$ cat config.mk
export PLATFORM = sky130hd
export DESIGN_NAME = mult_scheduler
export DESIGN_NICKNAME = d
export VERILOG_FILES = /design/src/rtl/mult_sched_pkg.sv /design/src/rtl/mult_core.sv /design/src/rtl/mult_scheduler.sv
export SDC_FILE = /design/constraint.sdc
export NUM_CORES = 1
export LEC_CHECK = 0
export BUFFER_PORTS_ARGS = -buffer_cell sky130_fd_sc_hd__buf_2
export CAP_MARGIN = 20
export CORE_MARGIN = 2
export CORE_UTILIZATION = 46
export CTS_CLUSTER_DIAMETER = 50
export DETAILED_ROUTE_END_ITERATION = 10
export PLACE_DENSITY_LB_ADDON = 0.1
export SLEW_MARGIN = 30
export SYNTH_ARGS = -nofsm -noshare
export SYNTH_HDL_FRONTEND = slang
export SYNTH_SLANG_ARGS = --single-unit
$ cat constraint.sdc
create_clock -name clk -period 3.4 [get_ports clk]
set_input_delay 0.68 -clock clk [delete_from_list [all_inputs] [get_ports clk]]
set_output_delay 0.68 -clock clk [all_outputs]
set_load 0.01 [all_outputs]
$ cat src/rtl/mult_sched_pkg.sv
// mult_sched_pkg: shared definitions for the multiply scheduler.
//   state_t        - scheduler FSM encoding (IDLE, RUN, DONE)
//   DEFAULT_WIDTH  - default operand width in bits
package mult_sched_pkg;

  localparam int DEFAULT_WIDTH = 4;

  typedef enum logic [1:0] {
    ST_IDLE = 2'd0,
    ST_RUN  = 2'd1,
    ST_DONE = 2'd2
  } state_t;

endpackage

$ cat src/rtl/mult_core.sv
// mult_core: shift-add unsigned multiplier datapath.
//   clk, n_rst : clock, asynchronous active-low reset
//   load       : latch a_in/b_in, clear accumulator and step counter
//   step       : one shift-add step (conditional add, shift operands, count)
//   a_in, b_in : multiplier and multiplicand, WIDTH bits
//   last       : step counter equals WIDTH-1 (the current step is the final one)
//   product    : accumulator, 2*WIDTH bits
module mult_core
  import mult_sched_pkg::*;
#(
  parameter int WIDTH = DEFAULT_WIDTH
) (
  input  logic                 clk,
  input  logic                 n_rst,
  input  logic                 load,
  input  logic                 step,
  input  logic [WIDTH-1:0]     a_in,
  input  logic [WIDTH-1:0]     b_in,
  output logic                 last,
  output logic [2*WIDTH-1:0]   product
);

  // One extra bit keeps the counter meaningful even for WIDTH=1.
  localparam int CNT_W = $clog2(WIDTH + 1);

  logic [WIDTH-1:0]   a_q;
  logic [2*WIDTH-1:0] b_q;
  logic [2*WIDTH-1:0] acc_q;
  logic [CNT_W-1:0]   cnt_q;

  always_ff @(posedge clk or negedge n_rst) begin
    if (!n_rst) begin
      a_q   <= '0;
      b_q   <= '0;
      acc_q <= '0;
      cnt_q <= '0;
    end else if (load) begin
      a_q   <= a_in;
      b_q   <= {{WIDTH{1'b0}}, b_in};
      acc_q <= '0;
      cnt_q <= '0;
    end else if (step) begin
      // The multiplicand is held at double width, so the sum of all
      // partial products fits the accumulator without overflow.
      if (a_q[0]) begin
        acc_q <= acc_q + b_q;
      end
      b_q   <= b_q << 1;
      a_q   <= a_q >> 1;
      cnt_q <= cnt_q + CNT_W'(1);
    end
  end

  assign last    = (cnt_q == CNT_W'(WIDTH - 1));
  assign product = acc_q;

endmodule

$ cat src/rtl/mult_scheduler.sv
// mult_scheduler: two-requester arbiter in front of a shift-add multiplier.
//   clk, n_rst          : clock, asynchronous active-low reset
//   req_valid[1:0]      : per-requester request valid
//   req_ready[1:0]      : per-requester accept (only in IDLE, only the grantee)
//   req_a0/b0, a1/b1    : operands of requester 0 / 1
//   rsp_valid/rsp_ready : result handshake
//   rsp_id              : requester that owns the result
//   rsp_product         : unsigned product, 2*WIDTH bits
//   busy                : state is not IDLE
//   dbg_state           : current FSM state (mult_sched_pkg::state_t encoding)
//
// Handshake: a transfer happens on a rising edge where valid and ready are
// both high. Ready is a function of state and req_valid; valid must never
// depend on ready. The result holds until rsp_ready is sampled high.
module mult_scheduler
  import mult_sched_pkg::*;
#(
  parameter int WIDTH = DEFAULT_WIDTH
) (
  input  logic                 clk,
  input  logic                 n_rst,
  input  logic [1:0]           req_valid,
  output logic [1:0]           req_ready,
  input  logic [WIDTH-1:0]     req_a0,
  input  logic [WIDTH-1:0]     req_b0,
  input  logic [WIDTH-1:0]     req_a1,
  input  logic [WIDTH-1:0]     req_b1,
  output logic                 rsp_valid,
  input  logic                 rsp_ready,
  output logic                 rsp_id,
  output logic [2*WIDTH-1:0]   rsp_product,
  output logic                 busy,
  output logic [1:0]           dbg_state
);

  state_t state_q, state_d;
  logic   last_grant_q;
  logic   rsp_id_q;

  logic             gnt_idx;
  logic             accept;
  logic             core_load;
  logic             core_step;
  logic             core_last;
  logic [WIDTH-1:0] op_a;
  logic [WIDTH-1:0] op_b;

  // Arbitration: a lone requester wins; under contention the one that did
  // not win last time wins.
  always_comb begin
    gnt_idx   = 1'b0;
    req_ready = 2'b00;
    case (req_valid)
      2'b01:   gnt_idx = 1'b0;
      2'b10:   gnt_idx = 1'b1;
      2'b11:   gnt_idx = ~last_grant_q;
      default: gnt_idx = 1'b0;
    endcase
    // n_rst gates ready so nothing looks acceptable while reset is held.
    if (n_rst && (state_q == ST_IDLE) && (req_valid != 2'b00)) begin
      req_ready = gnt_idx ? 2'b10 : 2'b01;
    end
  end

  assign accept = |(req_valid & req_ready);
  assign op_a   = gnt_idx ? req_a1 : req_a0;
  assign op_b   = gnt_idx ? req_b1 : req_b0;

  always_comb begin
    state_d   = state_q;
    core_load = 1'b0;
    core_step = 1'b0;
    case (state_q)
      ST_IDLE: begin
        if (accept) begin
          core_load = 1'b1;
          state_d   = ST_RUN;
        end
      end
      ST_RUN: begin
        core_step = 1'b1;
        if (core_last) begin
          state_d = ST_DONE;
        end
      end
      ST_DONE: begin
        // Returning to IDLE here leaves ready low on this edge, which is
        // what enforces the one-cycle gap between accepts.
        if (rsp_ready) begin
          state_d = ST_IDLE;
        end
      end
      default: state_d = ST_IDLE;
    endcase
  end

  always_ff @(posedge clk or negedge n_rst) begin
    if (!n_rst) begin
      state_q      <= ST_IDLE;
      last_grant_q <= 1'b1;
      rsp_id_q     <= 1'b0;
    end else begin
      state_q <= state_d;
      if (accept) begin
        last_grant_q <= gnt_idx;
        rsp_id_q     <= gnt_idx;
      end
    end
  end

  mult_core #(
    .WIDTH(WIDTH)
  ) u_core (
    .clk     (clk),
    .n_rst   (n_rst),
    .load    (core_load),
    .step    (core_step),
    .a_in    (op_a),
    .b_in    (op_b),
    .last    (core_last),
    .product (rsp_product)
  );

  assign rsp_valid = (state_q == ST_DONE);
  assign rsp_id    = rsp_id_q;
  assign busy      = (state_q != ST_IDLE);
  assign dbg_state = state_q;

endmodule

==> results.cfg <==
[final_layout]
postLayoutCellArea_um2 = 1660
area_delta_synth_final_pct = 17.2
diodes = 0
drive_gt1_share_pct = 27.6
fin_nets = 202

[placement]
dpl.hpwl_um = 2280
place_congestion = 0.758
place_area_um2 = 1630
portBuffers = 35

[routing]
route.detailed.drc = 0
ant_nets = 0
drtIter0Drc = 80
post_drt_wl_per_cell_um = 15.1
dr.pass1.iters = 4
drt_wl_total_um = 3070
avgViaCountPerCell = 5.78
num_vias = 1174

[sta]
setup_viol = 0
slew_headroom_pct = 36.4
worst_pin_slew_ns = 0.950
max_freq_mhz = 387
tns_ns = 0
finalHoldViolations = 0
finalCritPeriodShare_pct = 76.0
drv_slew = 0
grt_setup_unrepaired = no
layout_min_cycle_time_ns = 2.58
skew_ns = 0.00541
hold_slack_ns = 0.370

[global_route]
grt_max_degree = 29
grt_pass1_wl_um = 5180
antenna_found_initial = 0
grt.overflow.total = 0
grt_usage_pct = 19.6
first_global_vias = 1164

[synthesis]
ys.flop_type = dfrtp_1
synth_async_sr_flop_share_pct = 100
synth_cell_types = 34
synth_nets = 164
avgSynthCellArea_um2 = 10.6
yosys_warnings = 0
synthCells = 133
synth.cell_area_um2 = 1420
synth_edf_count = 0
ys_ff_latch = 27
ys_seq_area_share_pct = 47.8

[power_and_ir_drop]
ir_worst_vdd_uv = 377
p_per_area_nw_per_um2 = 851
p_leak_nw = 0.909

[cts]
ctsHoldBuffers = 0
cts_setup_buffers = 0
cts.clk_slew.worst_paths_ns = 0.15
cts.sinks = 27
insertion_delay_ns = 0.32
cts_htree_levels = 1
cts_root_buf = clkbuf_4
cts.repair.resized = 0
cts_tree = built
clk_path_buf_depth = 2
numCtsBuffers = 3

[die]
die_area_um2 = 3540
core_um2 = 2980
die_x_um = 59.5
initial_core_util_pct = 47.5
io_pins = 36
rows = 20
die_h_um = 59.5

[worst_setup_path]
cp-end-kind = output port
worstPathMaxFanout = 9
start_kind = flip-flop
worst-r2r-cell-count = 6
r2r_end = u_core.product[7]$_DFFE_PN0P_
required_ns = 2.72
path_class = flip-flop to output port
r2r_slack_ns = 1.24
r2r_start = u_core.product[2]$_DFFE_PN0P_
worstPathArrival_ns = 1.90

[run_status]
status = finished, final reports clean

[worst_hold_path]
hold_class = input port to asynchronous set/reset pin

[flow_run]
cap_violations = 0
synth_stat cells (2+ instances only):
library cell / number / share of area [%]
a21o_1: 3 / 1.6
a21oi_1: 4 / 1.4
a222oi_1: 8 / 5.7
a22o_1: 6 / 3.7
clkbuf_1: 4 / 1.1
dfrtp_1: 26 / 46
ha_1: 9 / 8.0
inv_1: 6 / 1.6
mux2i_1: 2 / 1.4
nand2_1: 21 / 5.6
nand2b_1: 2 / 0.88
nor2_1: 7 / 1.9
nor2b_1: 2 / 0.88
o21ai_0: 10 / 3.5
xnor2_1: 3 / 1.9
xor2_1: 2 / 1.2
how the worst max path moves through the flow:
stage / start / end
finish: dbg_state[0]$_DFFE_PN0P_ / req_ready[0]
global route: dbg_state[0]$_DFFE_PN0P_ / req_ready[0]
CTS: dbg_state[0]$_DFFE_PN0P_ / req_ready[0]
detailed placement: n_rst / req_ready[1]
global placement: n_rst / req_ready[1]
floorplan: req_valid[1] / req_ready[1]
stage by stage:
| step | setup slack, ns | power (mW) | instances | util [%] |
|---|---|---|---|---|
| floorplan | 1.30 | 1.07 | 133 | - |
| global placement | 0.943 | 1.25 | 199 | 54.8 |
| detailed placement | 0.923 | 1.28 | 199 | 54.8 |
| CTS | 0.826 | 1.42 | 203 | 55.7 |
| global route | 0.676 | 1.54 | 203 | 55.7 |
| finish | 0.816 | 1.41 | 203 | 55.7 |
where the power goes:
part	internal [mW]	switching (mW)	leakage (nW)
Sequential	0.454	0.108	0.347
Combinational	0.315	0.395	0.547
Clock	0.0460	0.0943	0.0150
worst max-delay path: stages, from the launching register on:
cell and delay [ns]:
dfrtp_1 0.48, nor2_1 0.16, inv_1 0.08, or2_2 0.34
nor2_2 0.32, buf_2 0.20
state kept, by name, summed over array words and instances (netlist names):
signal / cells
rsp_id: 1
u_core.a_q: 4
u_core.b_q: 8
last_grant_q: 1
dbg_state: 2
u_core.product: 8
u_core.cnt_q: 3
final cells by class:
| cell class | instances | area (µm²) |
|---|---|---|
| clock buffers | 4 | 26.3 |
| inverters | 6 | 22.5 |
| multi-input cells | 96 | 701 |
| fillers | 259 | 1320 |
| flip-flops and latches | 27 | 677 |
| repair buffers | 37 | 190 |
| well taps | 33 | 41.3 |
placed cells by master (no fill, tap or decap), drive strengths merged, types with 2 or more instances in the layout:
cell and instances:
a21oi 4, a222oi 8, a21o 4, clkbuf 4
inv 6, xnor2 3, a22o 6, mux2i 2
xor2 2, nand2b 2, nor2 8, ha 9
dfrtp 26, nor2b 2, o21ai 11, buf 37
nand2 21
layer usage:
metal | wire [µm] | global-route usage [%]
met5 | 0 | 0
met4 | 38 | 8.12
met3 | 126 | 1.97
met2 | 1550 | 33.9
met1 | 1360 | 24.8
logic make-up (layout without fill, tap and decap cells):
kind of cell               after synthesis  after routing  share of synthesized area [%]
and+or+nand+nor                         37             37                           11.3
AOI/OAI and AO/OA                       41             41                           23.3
DFF                                     27             27                           47.8
muxes                                    3              3                           2.48
xor gates and xnor gates                 5              5                           3.10
adders and majority gates               10             10                           9.37
buffers and inverters                   10             47                           2.65
No activity file was read; power rests on OpenSTA's default activity.
